<file path="config.mk">
export PLATFORM = sky130hd
export DESIGN_NAME = mfp_ahb_frame_pacer
export DESIGN_NICKNAME = d
export VERILOG_FILES = /design/src/rtl/mfp_ahb_frame_pacer_pkg.sv /design/src/rtl/mfp_pacer_core.sv /design/src/rtl/mfp_ahb_frame_pacer.sv
export SDC_FILE = /design/constraint.sdc
export NUM_CORES = 1
export LEC_CHECK = 0
export CAP_MARGIN = 0
export CORE_MARGIN = 2
export CORE_UTILIZATION = 60
export CTS_BUF_LIST = sky130_fd_sc_hd__clkbuf_16
export DETAILED_ROUTE_END_ITERATION = 12
export PLACE_DENSITY = 0.85
export RECOVER_POWER = 100
export SLEW_MARGIN = 20
export SYNTH_ARGS = -nofsm -noshare
export SYNTH_HDL_FRONTEND = slang
export SYNTH_SLANG_ARGS = --single-unit
</file>
<file path="constraint.sdc">
create_clock -name HCLK -period 7.8 [get_ports HCLK]
set_clock_uncertainty 0.05 [all_clocks]
set_input_delay 1.56 -clock HCLK [delete_from_list [all_inputs] [get_ports HCLK]]
set_output_delay 1.56 -clock HCLK [all_outputs]
set_load 0.02 [all_outputs]
</file>
<file path="src/rtl/mfp_ahb_frame_pacer_pkg.sv">
// Shared register map, field masks and helpers for the frame pacer peripheral.
package mfp_ahb_frame_pacer_pkg;

  // Register indices on the peripheral bus (HADDR register index)
  localparam logic [3:0] H_PACER_CTRL_IONUM   = 4'd0;
  localparam logic [3:0] H_PACER_PERIOD_IONUM = 4'd1;
  localparam logic [3:0] H_PACER_COUNT_IONUM  = 4'd2;
  localparam logic [3:0] H_PACER_STATUS_IONUM = 4'd3;

  // CTRL field masks
  localparam logic [31:0] PACER_CTRL_EN_MASK      = 32'h0000_0001;
  localparam logic [31:0] PACER_CTRL_IRQEN_MASK   = 32'h0000_0002;
  localparam logic [31:0] PACER_CTRL_ONESHOT_MASK = 32'h0000_0004;

  // STATUS write-one-to-clear masks
  localparam logic [31:0] PACER_STATUS_EXP_CLR_MASK = 32'h0000_0001;
  localparam logic [31:0] PACER_STATUS_OVR_CLR_MASK = 32'h0000_0002;

  // Bit position of the overrun field inside STATUS
  localparam int PACER_OVR_LSB = 8;

  localparam logic [1:0] HTRANS_IDLE = 2'b00;

  typedef struct packed {
    logic oneshot;
    logic irqen;
    logic en;
  } pacer_ctrl_t;

  // Saturating increment used by the overrun counter
  function automatic logic [31:0] sat_inc(input logic [31:0] value, input logic [31:0] max);
    if (value >= max) begin
      return max;
    end else begin
      return value + 32'd1;
    end
  endfunction

endpackage

</file>
<file path="src/rtl/mfp_pacer_core.sv">
// Frame pacer core: prescaler, reload down-counter, sticky expiry, saturating
// overrun counter and the registered interrupt request.
module mfp_pacer_core
  import mfp_ahb_frame_pacer_pkg::*;
#(
  parameter int PRESCALE       = 3,
  parameter int DEFAULT_PERIOD = 416666,
  parameter int OVR_WIDTH      = 8
) (
  input  logic                 clk,
  input  logic                 rst_n,
  input  logic                 wr_ctrl,
  input  logic                 wr_period,
  input  logic                 wr_count,
  input  logic                 wr_status,
  input  logic [31:0]          wdata,
  output pacer_ctrl_t          ctrl,
  output logic [31:0]          period,
  output logic [31:0]          count,
  output logic                 exp,
  output logic [OVR_WIDTH-1:0] ovr,
  output logic                 irq
);

  localparam int PSC_W = (PRESCALE > 1) ? $clog2(PRESCALE) : 1;
  localparam logic [PSC_W-1:0] PSC_LAST = PSC_W'(PRESCALE - 1);
  localparam logic [31:0] OVR_MAX = 32'({OVR_WIDTH{1'b1}});

  pacer_ctrl_t          ctrl_r, ctrl_n;
  logic [31:0]          period_r, period_n;
  logic [31:0]          count_r, count_n;
  logic [PSC_W-1:0]     psc_r, psc_n;
  logic                 exp_r, exp_n;
  logic [OVR_WIDTH-1:0] ovr_r, ovr_n;
  logic                 irq_r;
  logic                 tick_s, tick_ok_s, expire_s, status_clr_s;

  assign tick_s = ctrl_r.en && (psc_r == PSC_LAST);
  // A COUNT write or a CTRL write that drops EN overrides the tick this cycle
  assign tick_ok_s = tick_s && !wr_count && !(wr_ctrl && !wdata[0]);
  assign status_clr_s = wr_status &&
                        ((wdata & (PACER_STATUS_EXP_CLR_MASK | PACER_STATUS_OVR_CLR_MASK)) != 32'd0);

  // Next-state computation for all pacer state with write-over-tick priority
  always_comb begin
    ctrl_n   = ctrl_r;
    period_n = period_r;
    count_n  = count_r;
    psc_n    = psc_r;
    exp_n    = exp_r;
    ovr_n    = ovr_r;
    expire_s = 1'b0;

    if (tick_s) begin
      psc_n = '0;
    end else if (ctrl_r.en) begin
      psc_n = psc_r + PSC_W'(1);
    end else begin
      psc_n = psc_r;
    end

    if (tick_ok_s) begin
      if (count_r == 32'd1) begin
        expire_s = 1'b1;
        if (ctrl_r.oneshot) begin
          count_n   = 32'd0;
          ctrl_n.en = 1'b0;
        end else begin
          count_n = period_r;
        end
      end else if (count_r != 32'd0) begin
        count_n = count_r - 32'd1;
      end else begin
        count_n = count_r;
      end
    end else begin
      count_n = count_r;
    end

    if (wr_ctrl) begin
      ctrl_n.en      = (wdata & PACER_CTRL_EN_MASK) != 32'd0;
      ctrl_n.irqen   = (wdata & PACER_CTRL_IRQEN_MASK) != 32'd0;
      ctrl_n.oneshot = (wdata & PACER_CTRL_ONESHOT_MASK) != 32'd0;
      // Only the enabling edge restarts the frame; EN 1->1 leaves timing alone
      if (ctrl_n.en && !ctrl_r.en) begin
        psc_n   = '0;
        count_n = period_r;
      end else begin
        psc_n = psc_n;
      end
    end else begin
      ctrl_n = ctrl_n;
    end

    if (wr_period) begin
      period_n = wdata;
    end else begin
      period_n = period_r;
    end

    if (wr_count) begin
      count_n = wdata;
      psc_n   = '0;
    end else begin
      count_n = count_n;
    end

    if (expire_s) begin
      exp_n = 1'b1;
      if (exp_r && !status_clr_s) begin
        ovr_n = OVR_WIDTH'(sat_inc(32'(ovr_r), OVR_MAX));
      end else begin
        ovr_n = ovr_r;
      end
    end else if (wr_status && ((wdata & PACER_STATUS_EXP_CLR_MASK) != 32'd0)) begin
      exp_n = 1'b0;
    end else begin
      exp_n = exp_r;
    end

    if (wr_status && ((wdata & PACER_STATUS_OVR_CLR_MASK) != 32'd0)) begin
      ovr_n = '0;
    end else begin
      ovr_n = ovr_n;
    end
  end

  // State registers for control, counter, prescaler, status and IRQ
  always_ff @(posedge clk or negedge rst_n) begin
    if (!rst_n) begin
      ctrl_r   <= '0;
      period_r <= 32'(DEFAULT_PERIOD);
      count_r  <= 32'd0;
      psc_r    <= '0;
      exp_r    <= 1'b0;
      ovr_r    <= '0;
      irq_r    <= 1'b0;
    end else begin
      ctrl_r   <= ctrl_n;
      period_r <= period_n;
      count_r  <= count_n;
      psc_r    <= psc_n;
      exp_r    <= exp_n;
      ovr_r    <= ovr_n;
      irq_r    <= exp_r & ctrl_r.irqen;
    end
  end

  assign ctrl   = ctrl_r;
  assign period = period_r;
  assign count  = count_r;
  assign exp    = exp_r;
  assign ovr    = ovr_r;
  assign irq    = irq_r;

endmodule

</file>
<file path="src/rtl/mfp_ahb_frame_pacer.sv">
// AHB-Lite wrapper for the frame pacer: aligns the address phase with write
// data, decodes register write strobes and registers read data.
module mfp_ahb_frame_pacer
  import mfp_ahb_frame_pacer_pkg::*;
#(
  parameter int PRESCALE       = 3,
  parameter int DEFAULT_PERIOD = 416666,
  parameter int OVR_WIDTH      = 8
) (
  input  logic        HCLK,
  input  logic        HRESETn,
  input  logic [3:0]  HADDR,
  input  logic [1:0]  HTRANS,
  input  logic [31:0] HWDATA,
  input  logic        HWRITE,
  input  logic        HSEL,
  output logic [31:0] HRDATA,
  output logic        IRQ
);

  logic [3:0]           haddr_d;
  logic [1:0]           htrans_d;
  logic                 hwrite_d, hsel_d;
  logic                 we_d;
  logic [31:0]          rdata_s;
  logic [31:0]          hrdata_r;
  pacer_ctrl_t          ctrl;
  logic [31:0]          period, count;
  logic                 exp;
  logic [OVR_WIDTH-1:0] ovr;

  // One-cycle delay of the address-phase controls so they line up with HWDATA
  always_ff @(posedge HCLK or negedge HRESETn) begin
    if (!HRESETn) begin
      {haddr_d, hwrite_d, hsel_d, htrans_d} <= 8'd0;
    end else begin
      {haddr_d, hwrite_d, hsel_d, htrans_d} <= {HADDR, HWRITE, HSEL, HTRANS};
    end
  end

  assign we_d = (htrans_d != HTRANS_IDLE) && hsel_d && hwrite_d;

  mfp_pacer_core #(
    .PRESCALE       (PRESCALE),
    .DEFAULT_PERIOD (DEFAULT_PERIOD),
    .OVR_WIDTH      (OVR_WIDTH)
  ) u_core (
    .clk       (HCLK),
    .rst_n     (HRESETn),
    .wr_ctrl   (we_d && (haddr_d == H_PACER_CTRL_IONUM)),
    .wr_period (we_d && (haddr_d == H_PACER_PERIOD_IONUM)),
    .wr_count  (we_d && (haddr_d == H_PACER_COUNT_IONUM)),
    .wr_status (we_d && (haddr_d == H_PACER_STATUS_IONUM)),
    .wdata     (HWDATA),
    .ctrl      (ctrl),
    .period    (period),
    .count     (count),
    .exp       (exp),
    .ovr       (ovr),
    .irq       (IRQ)
  );

  // Read mux on the undelayed address; unmapped indices and unused bits read 0
  always_comb begin
    rdata_s = 32'd0;
    case (HADDR)
      H_PACER_CTRL_IONUM:   rdata_s = {29'd0, ctrl.oneshot, ctrl.irqen, ctrl.en};
      H_PACER_PERIOD_IONUM: rdata_s = period;
      H_PACER_COUNT_IONUM:  rdata_s = count;
      H_PACER_STATUS_IONUM: begin
        rdata_s[0] = exp;
        rdata_s[PACER_OVR_LSB +: OVR_WIDTH] = ovr;
      end
      default:              rdata_s = 32'd0;
    endcase
  end

  // Registered read data, presented in the AHB data phase
  always_ff @(posedge HCLK or negedge HRESETn) begin
    if (!HRESETn) begin
      hrdata_r <= 32'd0;
    end else begin
      hrdata_r <= rdata_s;
    end
  end

  assign HRDATA = hrdata_r;

endmodule

</file>
# Word level (Yosys, flattened, before mapping)
# Cells that the tools add are included.
word_totals:
  in_bits: 42
  register_bits: 119
  elab_cells: 88
  out_inout_bits: 33
  latch_bits: 0
  memories: 0
  mem_bits_ro: 0
  ram_bits: 0
classes:
  multipliers: 0
  n_mux: 28
  n_bitwise: 1
  n_reduce_logical: 33
  order_cmp: 1
  eq_ne: 8
  div_mod_pow: 0
  n_addsub: 3
  shifts: 0
op_table:
  columns: ["operator", "n"]
  rows:
  - ["two-way mux 32 bit", 7]
  - ["nonzero test 32 bit", 2]
  - ["== test 32 x 1 -> 1 bit (second input constant)", 1]
  - ["two-way mux 8 bit", 4]
  - ["case mux 16 bit (2 select lines)", 1]
  - ["subtractor 32 x 1 -> 32 bit (second input constant)", 1]
  - ["case mux 8 bit (3 select lines)", 1]
  - ["case mux 7 bit (3 select lines)", 1]
  - ["== test 4 x 2 -> 1 bit (second input constant)", 4]
  - ["logical AND 1 bit", 15]
  - ["nonzero test 2 bit", 7]
  - ["two-way mux 2 bit", 5]
  - ["adder 8 x 1 -> 8 bit (second input constant)", 1]
  - ["== test 4 x 1 -> 1 bit (second input constant)", 2]
  - ["greater-or-equal comparator 8 bit (second input constant)", 1]
  - ["logical NOT 4 bit", 2]
  - ["two-way mux 1 bit", 8]
  - ["logical NOT 1 bit", 5]
  - ["case mux 1 bit (4 select lines)", 1]
  - ["AND reduction 3 bit", 1]
  - ["adder 2 x 1 -> 2 bit (second input constant)", 1]
  - ["== test 2 bit (second input constant)", 1]
  - ["AND reduction 2 bit", 1]
  - ["bitwise AND 1 bit", 1]

# Logic depth before layout (Yosys ltp)
# Gate-level depths: netlist (run 1).
logic_depth:
  depth_word: 11
  ltp_mapped: 11
  ltp_nobuf: 9

# By module
# From an unflattened synthesis (run 1), not the netlist that was laid out.
hier_totals:
  hier_cells: 618
  hier_area_um2: 6284.8
by_module_without_submodules:
  columns: ["module", "area_per_inst_um2", "cells_per_inst", "instances", "seq_area_each_um2"]
  rows:
  - ["mfp_pacer_core", 4675.7, 502, 1, 1990.7]
  - ["mfp_ahb_frame_pacer", 1609.0, 116, 1, 1001.0]

# Worst setup path before layout (run 1)
# Ideal clock, no wire load.
synth_timing:
  path_kind: "in2reg"
  from: "input HWDATA[0]"
  to: "register u_core.count_r[31], in the netlist u_core.count[31]"
  arrival_time_ns: 3.099
  path_stages: 8
  n_path_buf: 1
  t_required_ns: 7.621
  path_slack_ns: 4.521
  setup_time_ns: 0.129
  cell_sequence: "nand2b_1 a31o_2 clkbuf_1 nor4_4 nand4_1 o31a_1 o32ai_1 a21oi_1"
synth_via:
  elab_chain_cells: 8
  elab_cells_between_ends: 9
  cone_classes: "mux: 4; reduce/logical: 5"
synth_lines:
  columns: ["item", "line", "text"]
  rows:
  - ["from (decl)", "mfp_ahb_frame_pacer.sv:14", "input logic [31:0] HWDATA,"]
  - ["logical NOT 1 bit", "mfp_pacer_core.sv:40", "assign tick_ok_s = tick_s && !wr_count && !(wr_ctrl && !wdata[0]);"]
  - ["logical AND 1 bit", "mfp_pacer_core.sv:40", null]
  - ["logical NOT 1 bit", "mfp_pacer_core.sv:40", null]
  - ["logical AND 1 bit", "mfp_pacer_core.sv:40", null]
  - ["two-way mux 32 bit", "mfp_pacer_core.sv:62", "if (tick_ok_s) begin"]
  - ["two-way mux 32 bit", "mfp_pacer_core.sv:85", "if (ctrl_n.en && !ctrl_r.en) begin"]
  - ["two-way mux 32 bit (*)", "mfp_pacer_core.sv:80", "if (wr_ctrl) begin"]
  - ["two-way mux 32 bit (*)", "mfp_pacer_core.sv:101", "if (wr_count) begin"]
  - ["net u_core.count_n[31]", "mfp_pacer_core.sv:31", "logic [31:0] count_r, count_n;"]
  - ["to (signal assigned)", "mfp_pacer_core.sv:141", "count_r <= count_n;"]
  - ["to (decl)", "mfp_pacer_core.sv:31", null]
# Mark *: on every way through the listed nets, which the timed path passes. The rest lies on a longest branch.
# A chain may end at the register's enable or synchronous reset.

==> results of run 1 <==
power by group through the flow:
stage	logic [mW]	registers (mW)	clock network, mW
3_3_place_gp	0.342	0.807	0
4_1_cts	0.357	0.802	0.731
5_1_grt	0.386	0.817	0.761
3_5_place_dp	0.353	0.810	0
6_report	0.353	0.806	0.726
2_1_floorplan	0.232	0.786	0
area by class of cell:
class	count	area, µm²	share of cell area, %
sequential	119	2990	40.1
multi-input combinational	433	2920	39.1
clock buffer	17	425	5.70
tap	133	166	2.23
inverter	9	33.8	0.453
clock inverter	15	119	1.59
timing repair buffer	85	807	10.8
path summary, 6_finish.rpt:
path / startpoint / end / depth (start not counted)
worst max-delay path: HRESETn / u_core.count[24]$_DFF_PN0_ / 2
worst min-delay path: u_core.period[25]$_DFFE_PN0P_ / HRDATA[25]$_DFF_PN0_ / 1
worst max register to register: u_core.count[9]$_DFF_PN0_ / u_core.count[22]$_DFF_PN0_ / 7
worst min register to register: u_core.period[25]$_DFFE_PN0P_ / HRDATA[25]$_DFF_PN0_ / 1
max in group HCLK: u_core.count[9]$_DFF_PN0_ / u_core.count[22]$_DFF_PN0_ / 7
min in group asynchronous: HRESETn / u_core.ovr[5]$_DFFE_PN0P_ / 1
metrics by stage:
stage          instances  power [mW]  worst slack (ps)  util, %  hold WS, ps
6_report             811        1.88              2940     75.6          467
4_1_cts              811        1.89              4190     76.4          470
3_3_place_gp         779        1.15              3810     70.9          443
3_5_place_dp         779        1.16              3750     70.9          458
2_1_floorplan        596        1.02              4520        -          414
5_1_grt              811        1.96              2050     75.6          495
logic make-up after synthesis:
logic type | share of synthesized area (%)
xor+xnor | 0.428
compound gates | 19.9
fa+ha+maj | 1.02
mux | 8.73
buf+inv | 2.75
simple gates | 18.4
flops | 48.8
per-layer routing:
layer  routed length, µm  track usage [%]  up-vias
met5                   0                0        -
met2                8360             51.0      316
met4                 436             13.0        0
met1                7510             46.5     2731
li1                    -                -     2410
met3                1320             7.67       49
placed cells by master (no fill, tap or decap), types with 21 or more instances in the layout:
cell type	Yosys	routed
a21oi_1	31	32
a22o_1	21	21
mux2_2	42	41
clkdlybuf4s50_1	0	31
dlygate4sd3_1	0	42
o21ai_0	25	25
nand2_1	28	29
a22oi_1	21	21
nor2_1	61	62
dfrtp_1	108	108
state kept, by name, indices dropped and copies added (netlist names):
register	count
u_core.ctrl	3
u_core.irq	1
u_core.period	32
haddr_d	4
u_core.count	32
HRDATA	32
hsel_d	1
hwrite_d	1
htrans_d	2
u_core.ovr	8
u_core.exp	1
u_core.psc_r	2
==> results.md, run 1 <==
- Initial antenna violation count: 0
- Leak: 3.18 nW
- Setup crit start kind: input port
- Async S/R FF share, synth: 100%
- Synth Cell Area: 0.00614 mm²
- H-tree level count: 4
- Most common cell in the synthesized netlist: dfrtp_1
- Starting Density: 62.2%
- Chip Height: 105 µm
- Post-synth top cells: dfrtp_1, nor2_1, mux2_2
- GR Overflow Total: 0
- TritonCTS buffer count: 17
- Fillers: 660
- Routed WL per cell: 21.7 µm
- Syn. warnings: 0
- Status: finished with violations
- Crit path buf inv count: 2
- Ports: 75
- Setup-failing EPs final: 0
- Internal: 1.31 mW
- Max-Cap Viols: 4
- Switching part of the total: 30.3%
- Slowest Stage Delay on Critical Path: 2090 ps
- Final Hold Vio Count: 0
- CTS Hold Bufs: 0
- #FFs+latches synth: 119
- EDFF count, synth: 0
- Sequential Power Share: 42.7%
- Relative slew margins: -101%
- Die Area: 0.0111 mm²
- Failing checks: capacitance limit, slew limit
- CORE AREA: 0.00986 mm²
- Clock Latency Late Sink: 410 ps
- Combinational power share: 18.7%
- Worst-case clock buffer depth: 2
- CP delay by family, top: buffers and inverters
- Final wirelength: 17.6 mm
- Unrepaired setup endpoints after global routing: no
- Fmax: 0.206 GHz
- Area Growth Syn to Fin: 21.6%
- Placer congestion estimate: 0.944
- P per Cell Area: 253 mW/mm²
- Arrival @ worst endpoint: 5070 ps
- Post-route ant nets: 0
- Clock network fraction of design power: 38.5%
- Die X: 105 µm
- Worst Tran Pin Value: 3010 ps
- GRT Util Overall: 33.4%
- HP Class: flop to flop
- Setup slack, reg-to-reg: 3260 ps
- Post-synth top area share: 44.0%
- Total number of vias: 5506
- DR vias/cell: 6.79
- VDD IR max: 0.000201 V
- Clk sinks: 119
- Critical Path Slowest Stage Cell: clkbuf_1
- Largest net degree at the start of global routing: 62
- Global-route wire length before repair: 28.5 mm
- CP Capture Type: asynchronous set/reset pin
- Synthesized instance count: 596
- Cells along the critical path: clkbuf_1 > clkbuf_2
- Hpwl dp: 11.8 mm
- DR pass1 iterations: 5
- Nets@finish: 712
- Fraction of final layout cells sized beyond drive strength 1: 13.9%
- Sequential share of the synthesized area: 48.8%
- Main area contributors after synthesis: dfrtp_1, mux2_2, dfstp_2
- Sw Pwr: 0.571 mW
- Cell variety after synth: 71
- Final min period: 4860 ps
- Clk slew on worst S/H paths: 50 ps
- Number of global-route vias before repair: 5402
- Root Buffer: clkbuf_16
- Setup_tns: 0 ps
- Post-CTS Setup Bufs: 0
- CP max FO: 61
- CP Class: input port to asynchronous set/reset pin
- Final Instance Area: 0.00746 mm²
- Dominant cell type by area after synthesis: dfrtp_1
- Port bufs: 74
- CTS resizes: 0
- Number of diodes: 0
- Placed Area: 0.00699 mm²
- Site Rows: 36
- Net count after synthesis: 643
- Mean post-synth cell area: 10.3 µm²
- CP Data Required Time: 8010 ps
- DR iter-0 viols: 454
- CTS tree: done
- DRC errors left: 0
- Final Max Slew Viols: 103
- Top FF cell, synth: dfrtp_1
- Fin crit share: 62.3%
Power figures use the tool's default switching activity.
==> inputs of run 2 (changes only) <==
--- a/config.mk
+++ b/config.mk
@@ -7,10 +7,10 @@
 export LEC_CHECK = 0
 export CAP_MARGIN = 0
 export CORE_MARGIN = 2
-export CORE_UTILIZATION = 60
+export CORE_UTILIZATION = 56
 export CTS_BUF_LIST = sky130_fd_sc_hd__clkbuf_16
 export DETAILED_ROUTE_END_ITERATION = 12
-export PLACE_DENSITY = 0.85
+export PLACE_DENSITY = 0.8
 export RECOVER_POWER = 100
 export SLEW_MARGIN = 20
 export SYNTH_ARGS = -nofsm -noshare
==> constraint.sdc (replaced) <==
create_clock -name HCLK -period 5.05 [get_ports HCLK]
set_clock_uncertainty 0.05 [all_clocks]
set_input_delay 1.01 -clock HCLK [delete_from_list [all_inputs] [get_ports HCLK]]
set_output_delay 1.01 -clock HCLK [all_outputs]
set_load 0.02 [all_outputs]
==> results.md, run 2 (synthesized netlist as in run 1, its figures left out) <==
- Die X: 109 µm
- Site Rows: 38
- Routed WL per cell: 22.1 µm
- DR vias/cell: 6.66
- Final min period: 4070 ps
- Max-Cap Viols: 3
- DRC errors left: 0
- DR pass1 iterations: 7
- Relative slew margins: -102%
- CTS resizes: 0
- H-tree level count: 4
- Number of diodes: 0
- Port bufs: 74
- Clk slew on worst S/H paths: 50 ps
- GR Overflow Total: 0
- Fmax: 0.245 GHz
- Hpwl dp: 11.9 mm
- CP Class: flop to flop
- HP Class: flop to flop
- TritonCTS buffer count: 17
- Chip Height: 109 µm
- Setup-failing EPs final: 0
- Post-CTS Setup Bufs: 0
- DR iter-0 viols: 428
- Die Area: 0.0118 mm²
- FF-to-FF path depth: 8
- Clk sinks: 119
- Worst-case clock buffer depth: 2
- Hold Path Depth: 1
- Number of global-route vias before repair: 5437
- Placer congestion estimate: 0.918
- Setup crit start kind: flop
- Worst Tran Pin Value: 3030 ps
- Leak: 3.22 nW
- CTS tree: done
- CP Data Required Time: 5270 ps
- Failing checks: capacitance limit, slew limit
- Final Max Slew Viols: 91
- Design Power: 2.80 mW
- CP Capture Type: flop
- Placed Cells incl. Taps: 789
- Total number of vias: 5468
- Setup_tns: 0 ps
- Final wirelength: 18.1 mm
- Status: finished with violations
- Fillers: 837
- Unrepaired setup endpoints after global routing: no
- Root Buffer: clkbuf_16
- Ports: 75
- Post-route ant nets: 0
- CORE AREA: 0.0107 mm²
- CP max FO: 13
- Global-route wire length before repair: 28.7 mm
- P per Cell Area: 375 mW/mm²
- Worst hold slack: 467 ps
- VDD IR max: 0.000301 V
- Initial antenna violation count: 0
- Fraction of final layout cells sized beyond drive strength 1: 14.4%
- Clock Latency Late Sink: 430 ps
- GRT Util Overall: 32.2%
- Worst slack at placement: 1490 ps
- Fin crit share: 80.7%
- CTS Hold Bufs: 0
- Largest net degree at the start of global routing: 58
- Arrival @ worst endpoint: 4300 ps
- Area Growth Syn to Fin: 21.5%
- Most common cell after layout, fill and taps aside: dfrtp_1
- Finished Layout Cells: 821
- Final Hold Vio Count: 0
- Final WS setup: 975 ps
- Most frequent cells in the layout: dfrtp_1, nor2_1, dlygate4sd3_1
- Nets@finish: 715
- Starting Density: 57.1%
-- run 2: cell count changes in the layout (fill, tap and decap cells not counted), moves of 2 or more --
cell | previous run | this run
inv_1 | 10 | 17
clkinv_1 | 9 | 3
buf_4 | 8 | 10
bufinv_16 | 2 | 0
clkbuf_1 | 3 | 5
clkinv_2 | 1 | 3
nor4_1 | 11 | 9
nor4_4 | 1 | 3
-- run 2: cell type report --
class	instances	area (µm²)	area share [%]
Sequential cell	119	2990	40.1
Multi-Input combinational cell	433	2940	39.5
Timing Repair Buffer	88	825	11.1
Clock buffer	17	425	5.70
Tap cell	140	175	2.35
Clock inverter	15	63.8	0.856
Inverter	9	33.8	0.453
-- run 2: routing by layer --
layer	vias to the layer above	GRT usage (%)	share of wire, %
met4	0	13.9	2.7
li1	2420	-	-
met1	2749	43.6	43
met3	47	7.05	7.2
met2	252	50.2	47
met5	-	0	0
-- run 2: worst paths after layout --
path / start / end / slack (ps)
max in group asynchronous: HRESETn / u_core.period[17]$_DFFE_PN1P_ / 1610
worst min-delay path: u_core.exp$_DFFE_PN0P_ / u_core.irq$_DFF_PN0_ / 470
min in group asynchronous: HRESETn / u_core.ovr[6]$_DFFE_PN0P_ / 1520
worst min register to register: u_core.exp$_DFFE_PN0P_ / u_core.irq$_DFF_PN0_ / 470
worst max-delay path: u_core.count[9]$_DFF_PN0_ / u_core.count[21]$_DFF_PN0_ / 980
worst max register to register: u_core.count[9]$_DFF_PN0_ / u_core.count[21]$_DFF_PN0_ / 980
-- run 2: report_power, final --
group	switching, mW	internal, mW
Combinational	0.306	0.233
Clock	0.414	0.600
Sequential	0.153	1.09
-- run 2: critical path: stages (launching register included) --
cell	delay [ps]
dfrtp_1	440
or4_1	620
nor4_1	290
nand3_1	230
nor3_1	1170
buf_4	390
o21ai_0	150
a2111oi_0	470
a211oi_1	100
-- run 2: metrics by stage --
| step | utilization [%] | cell area [µm²] |
|---|---|---|
| finish | 69.4 | 7460 |
| global route | 69.4 | 7460 |
| CTS | 70.0 | 7520 |
| detailed placement | 65.4 | 7030 |
| global placement | 65.4 | 7030 |
| floorplan | - | 6140 |
